$ cat src/rtl/mcs51_pkg.sv
// Shared mcs51 definitions: SFR addresses, SCON bit positions and the UART
// frame state used by both the transmitter and the receiver.
package mcs51_pkg;

    localparam logic [7:0] SFR_SCON = 8'h98;
    localparam logic [7:0] SFR_SBUF = 8'h99;

    localparam int SCON_RI  = 0;
    localparam int SCON_TI  = 1;
    localparam int SCON_RB8 = 2;
    localparam int SCON_TB8 = 3;
    localparam int SCON_REN = 4;
    localparam int SCON_SM2 = 5;
    localparam int SCON_SM1 = 6;
    localparam int SCON_SM0 = 7;

    typedef enum logic [1:0] {
        U_IDLE,
        U_START,
        U_DATA,
        U_STOP
    } uart_state_e;

    function automatic logic maj3(input logic a, input logic b, input logic c);
        return (a & b) | (a & c) | (b & c);
    endfunction

endpackage

$ cat src/rtl/mcs51_uart_rx.sv
// mcs51 UART receiver: rxd synchronizer, 3-sample majority voter and frame FSM.
// MCS51_UART_RXFIFO_EN adds a 4-entry receive FIFO popped by SBUF reads.
module mcs51_uart_rx
    import mcs51_pkg::*;
(
    input  logic       clk,
    input  logic       reset_n,
    input  logic       tick,
    input  logic       rxd,
    input  logic       ren,
`ifdef MCS51_UART_RXFIFO_EN
    input  logic       pop,
`endif
    output logic       rx_valid,
    output logic [7:0] rx_data,
    output logic       rx_stop
);

    uart_state_e state_q, state_d;

    logic [1:0] sync_q;
    logic       rxs;
    logic       rxs_d;
    logic       fall;
    logic [3:0] tcnt_q;
    logic [2:0] bcnt_q;
    logic [7:0] shift_q;
    logic [1:0] samp_q;
    logic       vote;
    logic       frame_done;

    assign rxs  = sync_q[1];
    assign fall = rxs_d & ~rxs;
    assign vote = maj3(samp_q[0], samp_q[1], rxs);

    always_ff @(posedge clk or negedge reset_n) begin
        if (!reset_n) begin
            sync_q <= 2'b11;
            rxs_d  <= 1'b1;
        end else begin
            sync_q <= {sync_q[0], rxd};
            rxs_d  <= rxs;
        end
    end

    always_ff @(posedge clk or negedge reset_n) begin
        if (!reset_n) state_q <= U_IDLE;
        else          state_q <= state_d;
    end

    // Bits are voted on ticks 7/8/9; the bit boundary is tick 15.
    always_comb begin
        state_d = state_q;
        if (!ren) begin
            state_d = U_IDLE;
        end else begin
            unique case (state_q)
                U_IDLE: begin
                    if (fall) state_d = U_START;
                end
                U_START: begin
                    if (tick && tcnt_q == 4'd9 && vote)
                        state_d = U_IDLE;
                    else if (tick && tcnt_q == 4'd15)
                        state_d = U_DATA;
                end
                U_DATA: begin
                    if (tick && tcnt_q == 4'd15 && bcnt_q == 3'd7)
                        state_d = U_STOP;
                end
                U_STOP: begin
                    if (tick && tcnt_q == 4'd9) state_d = U_IDLE;
                end
                default: state_d = U_IDLE;
            endcase
        end
    end

    assign frame_done = ren && state_q == U_STOP
                      && tick && tcnt_q == 4'd9;

    always_ff @(posedge clk or negedge reset_n) begin
        if (!reset_n) begin
            tcnt_q  <= 4'd0;
            bcnt_q  <= 3'd0;
            shift_q <= 8'h00;
            samp_q  <= 2'b11;
        end else if (state_q == U_IDLE) begin
            tcnt_q <= 4'd0;
            bcnt_q <= 3'd0;
        end else if (tick) begin
            tcnt_q <= tcnt_q + 4'd1;
            if (tcnt_q == 4'd7) samp_q[0] <= rxs;
            if (tcnt_q == 4'd8) samp_q[1] <= rxs;
            if (state_q == U_DATA && tcnt_q == 4'd9)
                shift_q <= {vote, shift_q[7:1]};
            if (state_q == U_DATA && tcnt_q == 4'd15)
                bcnt_q <= bcnt_q + 3'd1;
        end
    end

`ifdef MCS51_UART_RXFIFO_EN
    logic [8:0] fifo_mem [4];
    logic [1:0] wr_ptr_q;
    logic [1:0] rd_ptr_q;
    logic [2:0] count_q;
    logic [7:0] last_q;
    logic       push;
    logic       pop_ok;

    assign push   = frame_done && count_q != 3'd4;
    assign pop_ok = pop && count_q != 3'd0;

    always_ff @(posedge clk) begin
        if (push) fifo_mem[wr_ptr_q] <= {vote, shift_q};
    end

    always_ff @(posedge clk or negedge reset_n) begin
        if (!reset_n) begin
            wr_ptr_q <= 2'd0;
            rd_ptr_q <= 2'd0;
            count_q  <= 3'd0;
            last_q   <= 8'h00;
        end else begin
            if (push) wr_ptr_q <= wr_ptr_q + 2'd1;
            if (pop_ok) begin
                rd_ptr_q <= rd_ptr_q + 2'd1;
                last_q   <= fifo_mem[rd_ptr_q][7:0];
            end
            unique case ({push, pop_ok})
                2'b10:   count_q <= count_q + 3'd1;
                2'b01:   count_q <= count_q - 3'd1;
                default: count_q <= count_q;
            endcase
        end
    end

    assign rx_valid = count_q != 3'd0;
    assign rx_data  = rx_valid ? fifo_mem[rd_ptr_q][7:0] : last_q;
    assign rx_stop  = rx_valid & fifo_mem[rd_ptr_q][8];
`else
    assign rx_valid = frame_done;
    assign rx_data  = shift_q;
    assign rx_stop  = vote;
`endif

endmodule

$ cat src/rtl/mcs51_uart.sv
// mcs51 mode-1 serial port: tick divider, transmitter and SCON/SBUF decode.
// Define MCS51_UART_RXFIFO_EN for the 4-entry receive FIFO variant.
module mcs51_uart
    import mcs51_pkg::*;
#(
    parameter int         TICK_DIV  = 1,
    parameter logic [7:0] SCON_ADDR = SFR_SCON,
    parameter logic [7:0] SBUF_ADDR = SFR_SBUF
) (
    input  logic       clk,
    input  logic       reset_n,
    input  logic [7:0] sfr_addr,
    input  logic [7:0] sfr_wdata,
    input  logic       sfr_we,
    input  logic       sfr_re,
    output logic [7:0] sfr_rdata,
    output logic       sfr_hit,
    input  logic       rxd,
    output logic       txd,
    output logic       irq
);

    logic [15:0] div_q;
    logic        tick;

    assign tick = div_q == 16'(TICK_DIV - 1);

    always_ff @(posedge clk or negedge reset_n) begin
        if (!reset_n)  div_q <= 16'd0;
        else if (tick) div_q <= 16'd0;
        else           div_q <= div_q + 16'd1;
    end

    logic hit_scon;
    logic hit_sbuf;
    logic scon_we;
    logic sbuf_we;

    assign hit_scon = sfr_addr == SCON_ADDR;
    assign hit_sbuf = sfr_addr == SBUF_ADDR;
    assign sfr_hit  = hit_scon | hit_sbuf;
    assign scon_we  = sfr_we & hit_scon;
    assign sbuf_we  = sfr_we & hit_sbuf;

    uart_state_e tx_state_q, tx_state_d;

    logic       pend_q;
    logic [3:0] tx_tcnt_q;
    logic [2:0] tx_bcnt_q;
    logic [7:0] tx_shift_q;
    logic       tx_accept;
    logic       ti_set;

    // A byte waits in pend_q until the next tick so START is a full bit.
    assign tx_accept = sbuf_we && tx_state_q == U_IDLE && !pend_q;
    assign ti_set    = tx_state_q == U_DATA && tick
                     && tx_tcnt_q == 4'd15 && tx_bcnt_q == 3'd7;

    always_ff @(posedge clk or negedge reset_n) begin
        if (!reset_n) tx_state_q <= U_IDLE;
        else          tx_state_q <= tx_state_d;
    end

    always_comb begin
        tx_state_d = tx_state_q;
        unique case (tx_state_q)
            U_IDLE: begin
                if (pend_q && tick) tx_state_d = U_START;
            end
            U_START: begin
                if (tick && tx_tcnt_q == 4'd15) tx_state_d = U_DATA;
            end
            U_DATA: begin
                if (ti_set) tx_state_d = U_STOP;
            end
            U_STOP: begin
                if (tick && tx_tcnt_q == 4'd15) tx_state_d = U_IDLE;
            end
            default: tx_state_d = U_IDLE;
        endcase
    end

    always_comb begin
        txd = 1'b1;
        unique case (tx_state_q)
            U_START: txd = 1'b0;
            U_DATA:  txd = tx_shift_q[0];
            default: txd = 1'b1;
        endcase
    end

    always_ff @(posedge clk or negedge reset_n) begin
        if (!reset_n) begin
            pend_q     <= 1'b0;
            tx_tcnt_q  <= 4'd0;
            tx_bcnt_q  <= 3'd0;
            tx_shift_q <= 8'h00;
        end else if (tx_state_q == U_IDLE) begin
            tx_tcnt_q <= 4'd0;
            tx_bcnt_q <= 3'd0;
            if (tx_accept) begin
                pend_q     <= 1'b1;
                tx_shift_q <= sfr_wdata;
            end else if (tick) begin
                pend_q <= 1'b0;
            end
        end else if (tick) begin
            tx_tcnt_q <= tx_tcnt_q + 4'd1;
            if (tx_state_q == U_DATA && tx_tcnt_q == 4'd15) begin
                tx_shift_q <= {1'b1, tx_shift_q[7:1]};
                tx_bcnt_q  <= tx_bcnt_q + 3'd1;
            end
        end
    end

    logic       rx_valid;
    logic [7:0] rx_data;
    logic       rx_stop;
    logic [7:0] scon_q, scon_d;

    mcs51_uart_rx u_rx (
        .clk      (clk),
        .reset_n  (reset_n),
        .tick     (tick),
        .rxd      (rxd),
        .ren      (scon_q[SCON_REN]),
`ifdef MCS51_UART_RXFIFO_EN
        .pop      (sfr_re & hit_sbuf),
`endif
        .rx_valid (rx_valid),
        .rx_data  (rx_data),
        .rx_stop  (rx_stop)
    );

`ifdef MCS51_UART_RXFIFO_EN
    logic [7:0] sbuf_rd;

    assign sbuf_rd = rx_data;

    // Software may clear RI, but a non-empty FIFO raises it again next clock.
    always_comb begin
        scon_d = scon_q;
        if (scon_we) scon_d = sfr_wdata;
        if (ti_set)  scon_d[SCON_TI] = 1'b1;
        if (rx_valid) begin
            scon_d[SCON_RB8] = rx_stop;
            if (!scon_we) scon_d[SCON_RI] = 1'b1;
        end
    end
`else
    logic [7:0] rxbuf_q;
    logic [7:0] sbuf_rd;
    logic       rx_load;
    logic       unused_re;

    assign unused_re = sfr_re;
    assign sbuf_rd   = rxbuf_q;
    // An unread byte (RI still set) makes the new frame an overrun.
    assign rx_load   = rx_valid & ~scon_q[SCON_RI];

    always_ff @(posedge clk or negedge reset_n) begin
        if (!reset_n)     rxbuf_q <= 8'h00;
        else if (rx_load) rxbuf_q <= rx_data;
    end

    always_comb begin
        scon_d = scon_q;
        if (scon_we) scon_d = sfr_wdata;
        if (ti_set)  scon_d[SCON_TI] = 1'b1;
        if (rx_load) begin
            scon_d[SCON_RI]  = 1'b1;
            scon_d[SCON_RB8] = rx_stop;
        end
    end
`endif

    always_ff @(posedge clk or negedge reset_n) begin
        if (!reset_n) scon_q <= 8'h00;
        else          scon_q <= scon_d;
    end

    assign irq = scon_q[SCON_TI] | scon_q[SCON_RI];

    always_comb begin
        sfr_rdata = 8'h00;
        unique case (1'b1)
            hit_scon: sfr_rdata = scon_q;
            hit_sbuf: sfr_rdata = sbuf_rd;
            default:  sfr_rdata = 8'h00;
        endcase
    end

endmodule
$ cat config.mk
export PLATFORM = sky130hd
export DESIGN_NAME = mcs51_uart
export DESIGN_NICKNAME = d
export VERILOG_FILES = /design/src/rtl/mcs51_pkg.sv /design/src/rtl/mcs51_uart_rx.sv /design/src/rtl/mcs51_uart.sv
export SDC_FILE = /design/constraint.sdc
export NUM_CORES = 1
export LEC_CHECK = 0
export BUFFER_PORTS_ARGS = -buffer_cell sky130_fd_sc_hd__buf_2
export CAP_MARGIN = 20
export CORE_ASPECT_RATIO = 0.8
export CORE_MARGIN = 1
export CORE_UTILIZATION = 35
export CTS_BUF_LIST = sky130_fd_sc_hd__clkbuf_4 sky130_fd_sc_hd__clkbuf_8
export CTS_CLUSTER_DIAMETER = 120
export CTS_CLUSTER_SIZE = 14
export DETAILED_ROUTE_END_ITERATION = 8
export PLACE_DENSITY = 0.52
export SLEW_MARGIN = 20
export SYNTH_ARGS = -nofsm -noshare
export SYNTH_HDL_FRONTEND = slang
export SYNTH_HIERARCHICAL = 1
export SYNTH_SLANG_ARGS = --single-unit
$ cat constraint.sdc
create_clock -name clk -period 3.4 [get_ports clk]
set_input_delay 1.02 -clock clk [delete_from_list [all_inputs] [get_ports clk]]
set_output_delay 1.02 -clock clk [all_outputs]
set_load 0.01 [all_outputs]
; ---- Word level (Yosys, flattened, before mapping)
; Index checks and enable logic that the tools add are counted.
[word_totals]
ff_bits = 72
inputBits = 21
output_inout_bits = 11
[op_classes]
add_sub_neg = 5
n_eq_ne = 24
mux = 35
n_bitwise = 14
n_reduce_logical = 37
[ops]
columns = operator, count
row1 = 8-bit 2-to-1 mux, 4
row2 = 3-bit 2-to-1 mux, 7
row3 = 2-bit 2-to-1 mux, 10
row4 = 1-bit logical AND, 17
row5 = "16-bit by 1-bit adder with 16-bit output, second input constant", 1
row6 = "4-bit == test, second input constant", 4
row7 = "8-bit == test, second input constant", 2
row8 = 16-bit zero test, 1
row9 = 16-bit 2-to-1 mux, 1
row10 = 4-bit 2-to-1 mux, 4
row11 = 2-bit case mux with 4 select lines, 2
row12 = 8-bit case mux with 2 select lines, 1
row13 = 2-bit nonzero test, 7
row14 = 3-bit AND reduction, 4
row15 = "3-bit by 2-bit != test with 1-bit output, second input constant", 3
row16 = "4-bit by 1-bit adder with 4-bit output, second input constant", 2
row17 = "2-bit == test, second input constant", 4
row18 = "2-bit != test, second input constant", 4
row19 = 4-bit AND reduction, 2
row20 = 1-bit bitwise AND, 7
row21 = "3-bit by 1-bit adder with 3-bit output, second input constant", 2
row22 = "3-bit == test, second input constant", 2
row23 = 2-bit AND reduction, 3
row24 = 1-bit 2-to-1 mux, 5
row25 = 9 further kinds, 16

; ---- Depth between registers and ports, before layout
; Gate-level depths: netlist (run 1).
[logic_depth]
ltp_word = 7
ltp_mapped = 12
mapped_depth_nobuf = 10

; ---- Modules after synthesis
; The synthesis (run 1) kept the hierarchy.
[modules_own_cells]
columns = module, n_inst, cells_each, area_each_um2
row1 = mcs51_uart, 1, 233, 2549.9
row2 = mcs51_uart_rx, 1, 87, 1042.2

; ---- Worst setup path after synthesis (run 1)
; No wires, ideal clock.
[synth_timing]
path_kind = reg2reg
start = register div_q[0]
end = register rxbuf_q[1]
setup_time_ns = 0.125
t_arrival_ns = 2.773
t_required_ns = 3.275
slack_ns = 0.502
path_stages_with_launch = 12
synth_period_minus_slack_ns = 2.898
path_cell_list = dfrtp_1 -> inv_1 -> ha_1 -> or4b_4 -> nor4_1 -> buf_2 -> and3b_1 -> nand2_1 -> nor3_1 -> nor2b_1 -> buf_1 -> mux2_2
[synth_between]
elab_chain_cells = 4
[synth_rtl]
columns = element, line_no
row1 = "start, declared", mcs51_uart.sv:23  ; logic [15:0] div_q;
row2 = "start signal, assigned", mcs51_uart.sv:31  ; else div_q <= div_q + 16'd1;
row3 = 16-bit zero test, mcs51_uart.sv:26  ; assign tick = div_q == 16'(TICK_DIV - 1);
row4 = via tick, mcs51_uart.sv:24  ; logic tick;
row5 = 1-bit logical AND (2 in a row), mcs51_uart_rx.sv:80  ; && tick && tcnt_q == 4'd9;
row6 = via rx_valid, mcs51_uart.sv:116  ; logic rx_valid;
row7 = 1-bit bitwise AND, mcs51_uart.sv:159  ; assign rx_load = rx_valid & ~scon_q[SCON_RI];
row8 = "end signal, assigned", mcs51_uart.sv:163  ; else if (rx_load) rxbuf_q <= rx_data;
row9 = "end, declared", mcs51_uart.sv:151  ; logic [7:0] rxbuf_q;
; The timed path passes the listed nets, and every way through them passes these cells.
; A chain may end at the register's enable or synchronous reset.

; ---- Worst setup path after layout (run 1)
[layout_timing]
start = input port sfr_addr[5]
end = output port sfr_rdata[7]
[layout_between]
elab_chain_cells = 2
elab_cells_between_ends = 3
cone_classes = 2 x eq/ne / 1 x mux
[layout_rtl]
columns = element, line_no
row1 = "start, declared", mcs51_uart.sv:12  ; input logic [7:0] sfr_addr,
row2 = "8-bit == test, on equally long branches", "mcs51_uart.sv:40, mcs51_uart.sv:39"
row3 = 8-bit case mux with 2 select lines (*), mcs51_uart.sv:186  ; unique case (1'b1)
row4 = "end, declared", mcs51_uart.sv:16  ; output logic [7:0] sfr_rdata,
; Mark *: on every way between the ends. The rest lies on a longest branch, timed or not.

==> results of run 1 <==
[per-stage QoR]
stage          hold slack, ns  total power [W]
2_1_floorplan          0.3452        0.0009015
3_3_place_gp           0.3462        0.0009390
3_5_place_dp           0.3506        0.0009395
4_1_cts                0.3577         0.001709
5_1_grt                0.3680         0.001751
6_report               0.3544         0.001673
[metal layers]
| metal | part of all wire [%] | vias to the layer above | wire length, µm |
|---|---|---|---|
| li1 | - | 1212 | - |
| met1 | 52 | 1159 | 3457 |
| met2 | 43 | 23 | 2831 |
| met3 | 3.4 | 11 | 222 |
| met4 | 1.4 | 0 | 90 |
| met5 | 0 | - | 0 |
[report_power, final]
part / internal (W) / switching [W] / total (W) / leakage, nW
Clock: 0.000440 / 0.000312 / 0.000752 / 0.109
Combinational: 0.0000197 / 0.0000311 / 0.0000508 / 0.940
Sequential: 0.000864 / 0.00000545 / 0.000870 / 0.952
Total: 0.00132 / 0.000349 / 0.00167 / 2.00
[cells in the final DEF, fill, tap and decap left out, drive strengths merged, types with 5 or more instances in the layout]
cell / instances
ha: 14
nand4: 9
nor3b: 8
a31oi: 7
mux2i: 15
buf: 36
nand2: 22
dfstp: 5
mux2: 20
and3: 5
xnor2: 14
clkbuf: 11
dfrtp: 67
xor2: 7
nand3: 7
nor3: 5
o21ai: 12
nor2: 30
inv: 21
o221a: 6
[flip-flops by register name, summed over array words and instances (netlist names)]
| name | flops |
|---|---|
| u_rx/tcnt_q | 4 |
| rxbuf_q | 8 |
| pend_q | 1 |
| tx_state_q | 2 |
| tx_shift_q | 8 |
| u_rx/samp_q | 2 |
| u_rx/rx_data | 8 |
| u_rx/bcnt_q | 3 |
| tx_bcnt_q | 3 |
| u_rx/sync_q | 2 |
| div_q | 16 |
| tx_tcnt_q | 4 |
| u_rx/rxs_d | 1 |
| u_rx/state_q | 2 |
| scon_q | 8 |
[worst max-delay path by stage]
stage | startpoint | to | slack (ns)
2_1_floorplan | div_q[0] | rxbuf_q[1] | 0.50
3_3_place_gp | sfr_addr[5] | sfr_rdata[2] | 0.25
3_5_place_dp | sfr_addr[5] | sfr_rdata[7] | 0.19
4_1_cts | sfr_addr[5] | sfr_rdata[7] | 0.19
5_1_grt | sfr_addr[5] | sfr_rdata[7] | 0.06
6_report | sfr_addr[5] | sfr_rdata[7] | 0.20
[synthesized netlist by cell type (all sizes together) (3+ instances only)]
master,number,area share [%]
a22oi,4,0.98
a31oi,7,1.2
and3,5,0.87
and4,3,0.73
clkbuf,7,0.77
dfrtp,67,47
dfstp,5,3.7
ha,14,4.9
inv,21,2.2
mux2,20,6.3
mux2i,15,4.2
nand2,22,2.4
nand3,7,0.98
nand4,9,1.7
nor2,30,3.3
nor3,5,1.0
nor3b,8,1.7
o21ai,12,1.8
o221a,6,1.9
xnor2,14,3.4
xor2,7,1.7
[final cells by class]
type                            count  area share (%)
Sequential cell                    72           43.47
Clock buffer                       11           3.490
Timing Repair Buffer               36           4.994
Inverter                           21           1.895
Tap cell                          136           4.091
Clock inverter                      5           1.925
Multi-Input combinational cell    218           40.13
[kinds of logic after synthesis]
group / Yosys count
simple gates: 108
xor+xnor: 21
fa+ha+maj: 15
mux: 35
compound gates: 39
flops: 72
buf+inv: 30
[critical path: cells and delay by family]
kind | cells | cell delay [ns]
AND/OR/NAND/NOR | 3 | 0.69
buffers and inverters | 3 | 0.46
==> impl_metrics.sql, run 1 <==
INSERT INTO impl_metrics (metric_group, metric, value, unit) VALUES
('pwr', 'static-leakage-power', '2.001', 'nW'),
('sta', 'final-max-slew-violation-count', '0', ''),
('sta', 'period_share', '94.02', '%'),
('status', 'run_status', 'finished clean', ''),
('clock_network', 'tritoncts', 'yes', ''),
('final_layout', 'final_util', '42.40', '%'),
('grt', 'grt_usage', '14.30', '%'),
('synth', 'synth_xor_xnor_area_share', '5.120', '%'),
('routing', 'route.detailed.wl_per_inst', '13.23', 'µm'),
('clock_network', 'cts_post_setup_buffers_inserted', '0', ''),
('floorplan', 'initial_utilization', '36.62', '%'),
('routing', 'vias', '2405', ''),
('placed_design', 'place_worst_setup_slack', '0.1912', 'ns'),
('setup_path', 'worstPathArrival', '2.18', 'ns'),
('routing', 'wl', '6602', 'µm'),
('synth', 'synth_nets', '355', ''),
('setup_path', 'worstReg2RegStart', 'div_q[0]', ''),
('hold_path', 'hold_end', 'u_rx/sync_q[1]', ''),
('final_layout', 'area_taken_by_multi_input_logic_gates', '0.001669', 'mm²'),
('synth', 'yosys_warns', '6', ''),
('setup_path', 'cp_common_cell', 'buf_2', ''),
('placed_design', 'place.detailed.instances', '483', ''),
('sta', 'grt_setup_unrepaired', 'no', ''),
('sta', 'maxSlewHeadroom', '65.50', '%'),
('synth', 'syn-mean-instance-area', '11.23', 'µm²'),
('grt', 'grt_antenna_before_repair', '0', ''),
('sta', 'fmax_achieved', '312.8', 'MHz'),
('synth', 'synth.yosys.seq_area_share', '50.33', '%'),
('final_layout', 'diodes', '0', ''),
('grt', 'grt_start_max_net_pins', '73', ''),
('sta', 'finalHoldViolCount', '0', ''),
('setup_path', 'cell_by_cell_trace_of_the_critical_path', 'buf_2 > nor4bb_1 > nand3_1 > buf_4 > nor2_1 > buf_2', ''),
('setup_path', 'timing_worst_setup_path_type', 'primary input to primary output', ''),
('grt', 'grt_pass1_wl', '11580', 'µm'),
('clock_network', 'clock_tree.root_cell', 'clkbuf_8', ''),
('synth', 'instance_count_of_the_mapped_netlist', '320', ''),
('setup_path', 'worst-r2r-cell-count', '10', ''),
('final_layout', 'drive_above_1_share', '26.17', '%'),
('synth', 'synth-compound-area-share', '8.220', '%'),
('hold_path', 'min_from', 'u_rx/sync_q[0]', ''),
('setup_path', 'max_stage_delay', '0.32', 'ns'),
('synth', 'ys_async_sr_fraction', '100.0', '%'),
('pwr', 'vdd_ir_drop_max', '0.2530', 'mV'),
('floorplan', 'die_area', '0.01068', 'mm²'),
('synth', 'syn_area', '0.003592', 'mm²'),
('final_layout', 'finish.cell_count_without_fillers', '499', ''),
('clock_network', 'clk_pin_slew_worst_paths', '0.07', 'ns'),
('floorplan', 'coreArea', '0.009809', 'mm²'),
('sta', 'post-route-min-period', '3.197', 'ns'),
('floorplan', 'chipWidth', '115.3', 'µm'),
('setup_path', 'crit_fanout', '6', ''),
('floorplan', 'top_level_ports', '32', ''),
('clock_network', 'clock_tree.htree_level_count', '3', ''),
('grt', 'gr-usage-met3', '4.385', '%'),
('synth', 'synthDistinctLibCells', '55', ''),
('clock_network', 'post_cts_resize_count', '0', ''),
('synth', 'synth.ff_latch_count', '72', ''),
('setup_path', 'worst-endpoint-required', '2.38', 'ns'),
('final_layout', 'seqCellArea', '0.001808', 'mm²'),
('final_layout', 'n_fill_cell', '974', ''),
('final_layout', 'areaGrowthSynthToFinish', '15.78', '%'),
('sta', 'final_clock_skew', '0.006736', 'ns'),
('setup_path', 'rrSetupSlack', '0.40', 'ns'),
('synth', 'synthAdderAreaFrac', '5.190', '%'),
('placed_design', 'io_buffer_count', '30', ''),
('routing', 'avgViaCountPerCell', '4.820', ''),
('synth', 'number_of_flops_mapped_to_enable_cells_by_yosys', '0', ''),
('synth', 'muxShareOfSynthArea', '10.45', '%'),
('flow_run', 'cap_viol_max_count', '0', ''),
('clock_network', 'number_of_clock_sinks_seen_by_cts', '72', ''),
('sta', 'setup-tns-final', '0', 'ns');
Note: power is estimated with default switching activity, not from simulation.
==> run 2: changes to the inputs <==
--- a/config.mk
+++ b/config.mk
@@ -6,4 +6,5 @@
 export NUM_CORES = 1
 export LEC_CHECK = 0
+export ABC_AREA = 1
 export BUFFER_PORTS_ARGS = -buffer_cell sky130_fd_sc_hd__buf_2
 export CAP_MARGIN = 20
@@ -15,5 +16,5 @@
 export CTS_CLUSTER_SIZE = 14
 export DETAILED_ROUTE_END_ITERATION = 8
-export PLACE_DENSITY = 0.52
+export PLACE_DENSITY = 0.51
 export SLEW_MARGIN = 20
 export SYNTH_ARGS = -nofsm -noshare
==> constraint.sdc (replaced) <==
create_clock -name clk -period 3.4 [get_ports clk]
set_input_delay 0.68 -clock clk [delete_from_list [all_inputs] [get_ports clk]]
set_output_delay 0.68 -clock clk [all_outputs]
set_load 0.01 [all_outputs]
==> run 2 against run 1 <==
  * Non-clock buffer count decreased by 3
  * Critical path depth increased by 6
  * Critical endpoint is now scon_q[0]
  * Die area increased by 7.1%
  * Sequential power about the same
  * Count of clock-buffer cells in the layout decreased by 1
  * Combinational power increased by 18%
  * Critical path type is now flop to flop
  * Area after synthesis increased by 7.2%
  * Register-to-register slack improved by 0.58 ns
==> impl_metrics.sql, run 2 <==
INSERT INTO impl_metrics (metric_group, metric, value, unit) VALUES
('status', 'run_status', 'finished clean', ''),
('clock_network', 'number_of_buffers_created_by_cts', '9', ''),
('synth', 'number_of_flops_mapped_to_enable_cells_by_yosys', '0', ''),
('final_layout', 'areaGrowthSynthToFinish', '14.23', '%'),
('pwr', 'switching_share', '21.87', '%'),
('floorplan', 'initial_utilization', '36.72', '%'),
('grt', 'use_met1', '21.51', '%'),
('floorplan', 'top_level_ports', '32', ''),
('sta', 'fmax_achieved', '412.6', 'MHz'),
('clock_network', 'clock_tree.htree_level_count', '3', ''),
('placed_design', 'globalplace.congestion', '0.7656', ''),
('sta', 'maxSlewHeadroom', '50.87', '%'),
('setup_path', 'worst-endpoint-required', '3.67', 'ns'),
('floorplan', 'chipWidth', '119.3', 'µm'),
('sta', 'finalSetupViolations', '0', ''),
('pwr', 'cell_internal_pwr', '0.001314', 'W'),
('final_layout', 'largest_register_ff_count', '16', ''),
('final_layout', 'diodes', '0', ''),
('synth', 'synthDistinctLibCells', '35', ''),
('pwr', 'static-leakage-power', '2.317', 'nW'),
('routing', 'vias', '3065', ''),
('routing', 'avgViaCountPerCell', '4.644', ''),
('setup_path', 'worstReg2RegStart', 'div_q[0]', ''),
('grt', 'grt_antenna_before_repair', '0', ''),
('floorplan', 'die_area', '0.01143', 'mm²'),
('synth', 'synthDominantCellAreaShare', '43.53', '%'),
('setup_path', 'max_stage_delay', '0.42', 'ns'),
('setup_path', 'worstPathArrival', '2.70', 'ns'),
('clock_network', 'tritoncts', 'yes', ''),
('hold_path', 'hp-class', 'flop to flop', ''),
('sta', 'post-route-min-period', '2.423', 'ns'),
('clock_network', 'number_of_clock_sinks_seen_by_cts', '72', ''),
('pwr', 'power.clock.fraction', '44.5', '%'),
('grt', 'global_route.overflow_total', '0', ''),
('routing', 'drt.antenna.violating_nets', '0', ''),
('pwr', 'seq_power_share', '51.9', '%'),
('grt', 'grt_usage', '15.70', '%'),
('routing', 'drt_first_iter_violations', '191', ''),
('routing', 'wl', '7919', 'µm'),
('grt', 'gr-usage-met3', '4.088', '%'),
('routing', 'dr.pass1.iters', '4', ''),
('pwr', 'p_per_area', '382.3', 'mW/mm²'),
('sta', 'final_clock_skew', '0.01061', 'ns'),
('pwr', 'switching_power', '0.0003679', 'W'),
('final_layout', 'post_layout_net_count', '550', ''),
('synth', 'ys_async_sr_fraction', '100.0', '%'),
('synth', 'post-synth-top-count-cell', 'nand2_1', ''),
('final_layout', 'top_library_cells_by_usage_in_the_layout_fill_and_taps_aside', '174 x nand2_1, 67 x dfrtp_1, 48 x inv_1, 30 x nor2_1, 30 x buf_2', ''),
('routing', 'drc', '0', ''),
('synth', 'synth.yosys.seq_area_share', '46.95', '%'),
('clock_network', 'clock_tree.root_cell', 'clkbuf_8', ''),
('sta', 'grt_setup_unrepaired', 'no', ''),
('setup_path', 'regToRegEndpoint', 'scon_q[0]', ''),
('floorplan', 'fp.dieH', '95.82', 'µm'),
('synth', 'syn-mean-instance-area', '8.074', 'µm²'),
('pwr', 'vdd_ir_drop_max', '0.1442', 'mV'),
('setup_path', 'rrSetupSlack', '0.98', 'ns'),
('synth', 'synth.area.top_cells', 'dfrtp_1 44%, nand2_1 17%, inv_1 4.7%', ''),
('sta', 'timing.hold.ws', '0.3585', 'ns'),
('synth', 'yosys-top-cells-count', '174 x nand2_1, 67 x dfrtp_1, 48 x inv_1', ''),
('synth', 'yosys_warns', '6', ''),
('placed_design', 'io_buffer_count', '30', ''),
('clock_network', 'cts_stage_hold_buffer_count', '0', ''),
('synth', 'synth.ff_latch_count', '72', ''),
('synth', 'synth_flop_cell', 'dfrtp_1', ''),
('synth', 'syn_area', '0.003851', 'mm²'),
('clock_network', 'cts_post_setup_buffers_inserted', '0', ''),
('setup_path', 'crit_fanout', '11', ''),
('setup_path', 'worst-r2r-cell-count', '12', ''),
('sta', 'period_share', '71.28', '%'),
('placed_design', 'detailed_place_hpwl', '5876', 'µm'),
('hold_path', 'hold_end', 'u_rx/sync_q[1]', ''),
('hold_path', 'min_from', 'u_rx/sync_q[0]', ''),
('grt', 'globalRouteMet2Util', '24.08', '%'),
('sta', 'setup-tns-final', '0', 'ns'),
('flow_run', 'cap_viol_max_count', '0', ''),
('clock_network', 'cts_buffer_depth', '2', ''),
('sta', 'finalHoldViolCount', '0', ''),
('final_layout', 'layout.cells.most_common', 'nand2_1', ''),
('setup_path', 'cp_slowest_cell', 'dfrtp_1', ''),
('setup_path', 'startpoint_type', 'flop', ''),
('setup_path', 'timing_worst_setup_path_type', 'flop to flop', ''),
('grt', 'global_route.peak_usage_layer', 'met2', ''),
('clock_network', 'clk_pin_slew_worst_paths', '0.07', 'ns'),
('clock_network', 'clk-insertion-delay-late', '0.35', 'ns'),
('clock_network', 'post_cts_resize_count', '0', ''),
('synth', 'instance_count_of_the_mapped_netlist', '477', ''),
('sta', 'worst_slew_pin_slew', '0.7370', 'ns'),
('synth', 'post-synth-top-area-cell', 'dfrtp_1', ''),
('grt', 'first_global_vias', '2944', ''),
('grt', 'grt_pass1_wl', '13970', 'µm'),
('setup_path', 'cell_by_cell_trace_of_the_critical_path', 'inv_1 > ha_1 > nand2_1 > nor2_4 > nand2_4 > inv_1 > nand4_1 > nor4_1 > nand2_1 > clkinv_1 > a21oi_1 > o21ai_1', ''),
('hold_path', 'min_delay_path_depth', '0', ''),
('final_layout', 'drive_above_1_share', '18.85', '%'),
('final_layout', 'registers.top_by_ff_count', 'div_q', ''),
('pwr', 'power_frac_comb', '3.6', '%'),
('routing', 'route.detailed.wl_per_inst', '12.00', 'µm'),
('setup_path', 'setup.worst_path.end_class', 'flop', ''),
('floorplan', 'coreArea', '0.01049', 'mm²'),
('sta', 'final-max-slew-violation-count', '0', ''),
('floorplan', 'std_cell_rows', '33', ''),
('grt', 'grt_start_max_net_pins', '44', ''),
('synth', 'synth_nets', '512', '');
[run 2: metrics by stage]
step / instances / area (µm²) / power (W) / util, % / setup slack, ns
finish: 660 / 4399 / 0.001682 / 41.95 / 0.9765
global route: 660 / 4399 / 0.001759 / 41.95 / 0.7266
CTS: 660 / 4399 / 0.001718 / 41.95 / 0.9751
detailed placement: 644 / 4179 / 0.0009513 / 39.85 / 0.9650
global placement: 644 / 4179 / 0.0009499 / 39.85 / 0.9806
floorplan: 477 / 3851 / 0.0009083 / - / 1.325
[run 2: critical path, delay by kind of cell, from the launching register on]
family / cells / cell delay, ns
AND/OR/NAND/NOR: 6 / 1.18
buffers and inverters: 3 / 0.44
flip-flops: 1 / 0.42
adder cells (fa/ha/maj): 1 / 0.16
AO/OA/AOI/OAI: 2 / 0.16
[run 2: how the worst max path moves through the flow]
| stage | start | end | slack, ns | depth (start not counted) |
|---|---|---|---|---|
| floorplan | div_q[0] | scon_q[2] | 1.32 | 12 |
| global placement | sfr_addr[5] | scon_q[2] | 0.98 | 8 |
| detailed placement | sfr_addr[5] | scon_q[2] | 0.96 | 8 |
| CTS | div_q[0] | scon_q[0] | 0.98 | 12 |
| global route | div_q[0] | scon_q[2] | 0.73 | 12 |
| finish | div_q[0] | scon_q[0] | 0.98 | 12 |
[run 2: power by group through the flow]
| stage | clock (W) | combinational [W] | sequential [W] |
|---|---|---|---|
| 3_5_place_dp | 0 | 0.0000622 | 0.000889 |
| 5_1_grt | 0.000816 | 0.0000702 | 0.000874 |
| 6_report | 0.000749 | 0.0000601 | 0.000873 |
| 3_3_place_gp | 0 | 0.0000609 | 0.000889 |
| 2_1_floorplan | 0 | 0.0000207 | 0.000888 |
| 4_1_cts | 0.000783 | 0.0000625 | 0.000872 |
[run 2: final cells by class]
class,count,area [µm²]
Clock inverter,6,82.58
Sequential cell,72,1808
Inverter,55,209.0
Timing Repair Buffer,33,185.2
Fill cell,1077,6088
Multi-Input combinational cell,344,1802
Tap cell,140,175.2
Clock buffer,10,137.6
[run 2: cell families after synthesis]
kind of cell	Yosys count	synth area share, %
xor gates and xnor gates	10	2.274
and+or+nand+nor	285	34.93
buffers and inverters	61	6.270
adders and majority gates	14	4.548
DFF	72	46.95
AOI/OAI and AO/OA	35	5.036
[run 2: metal layers]
metal	wire length (µm)	up-vias
met4	66	0
met1	4167	1434
met3	314	7
li1	-	1574
met5	0	-
met2	3371	50
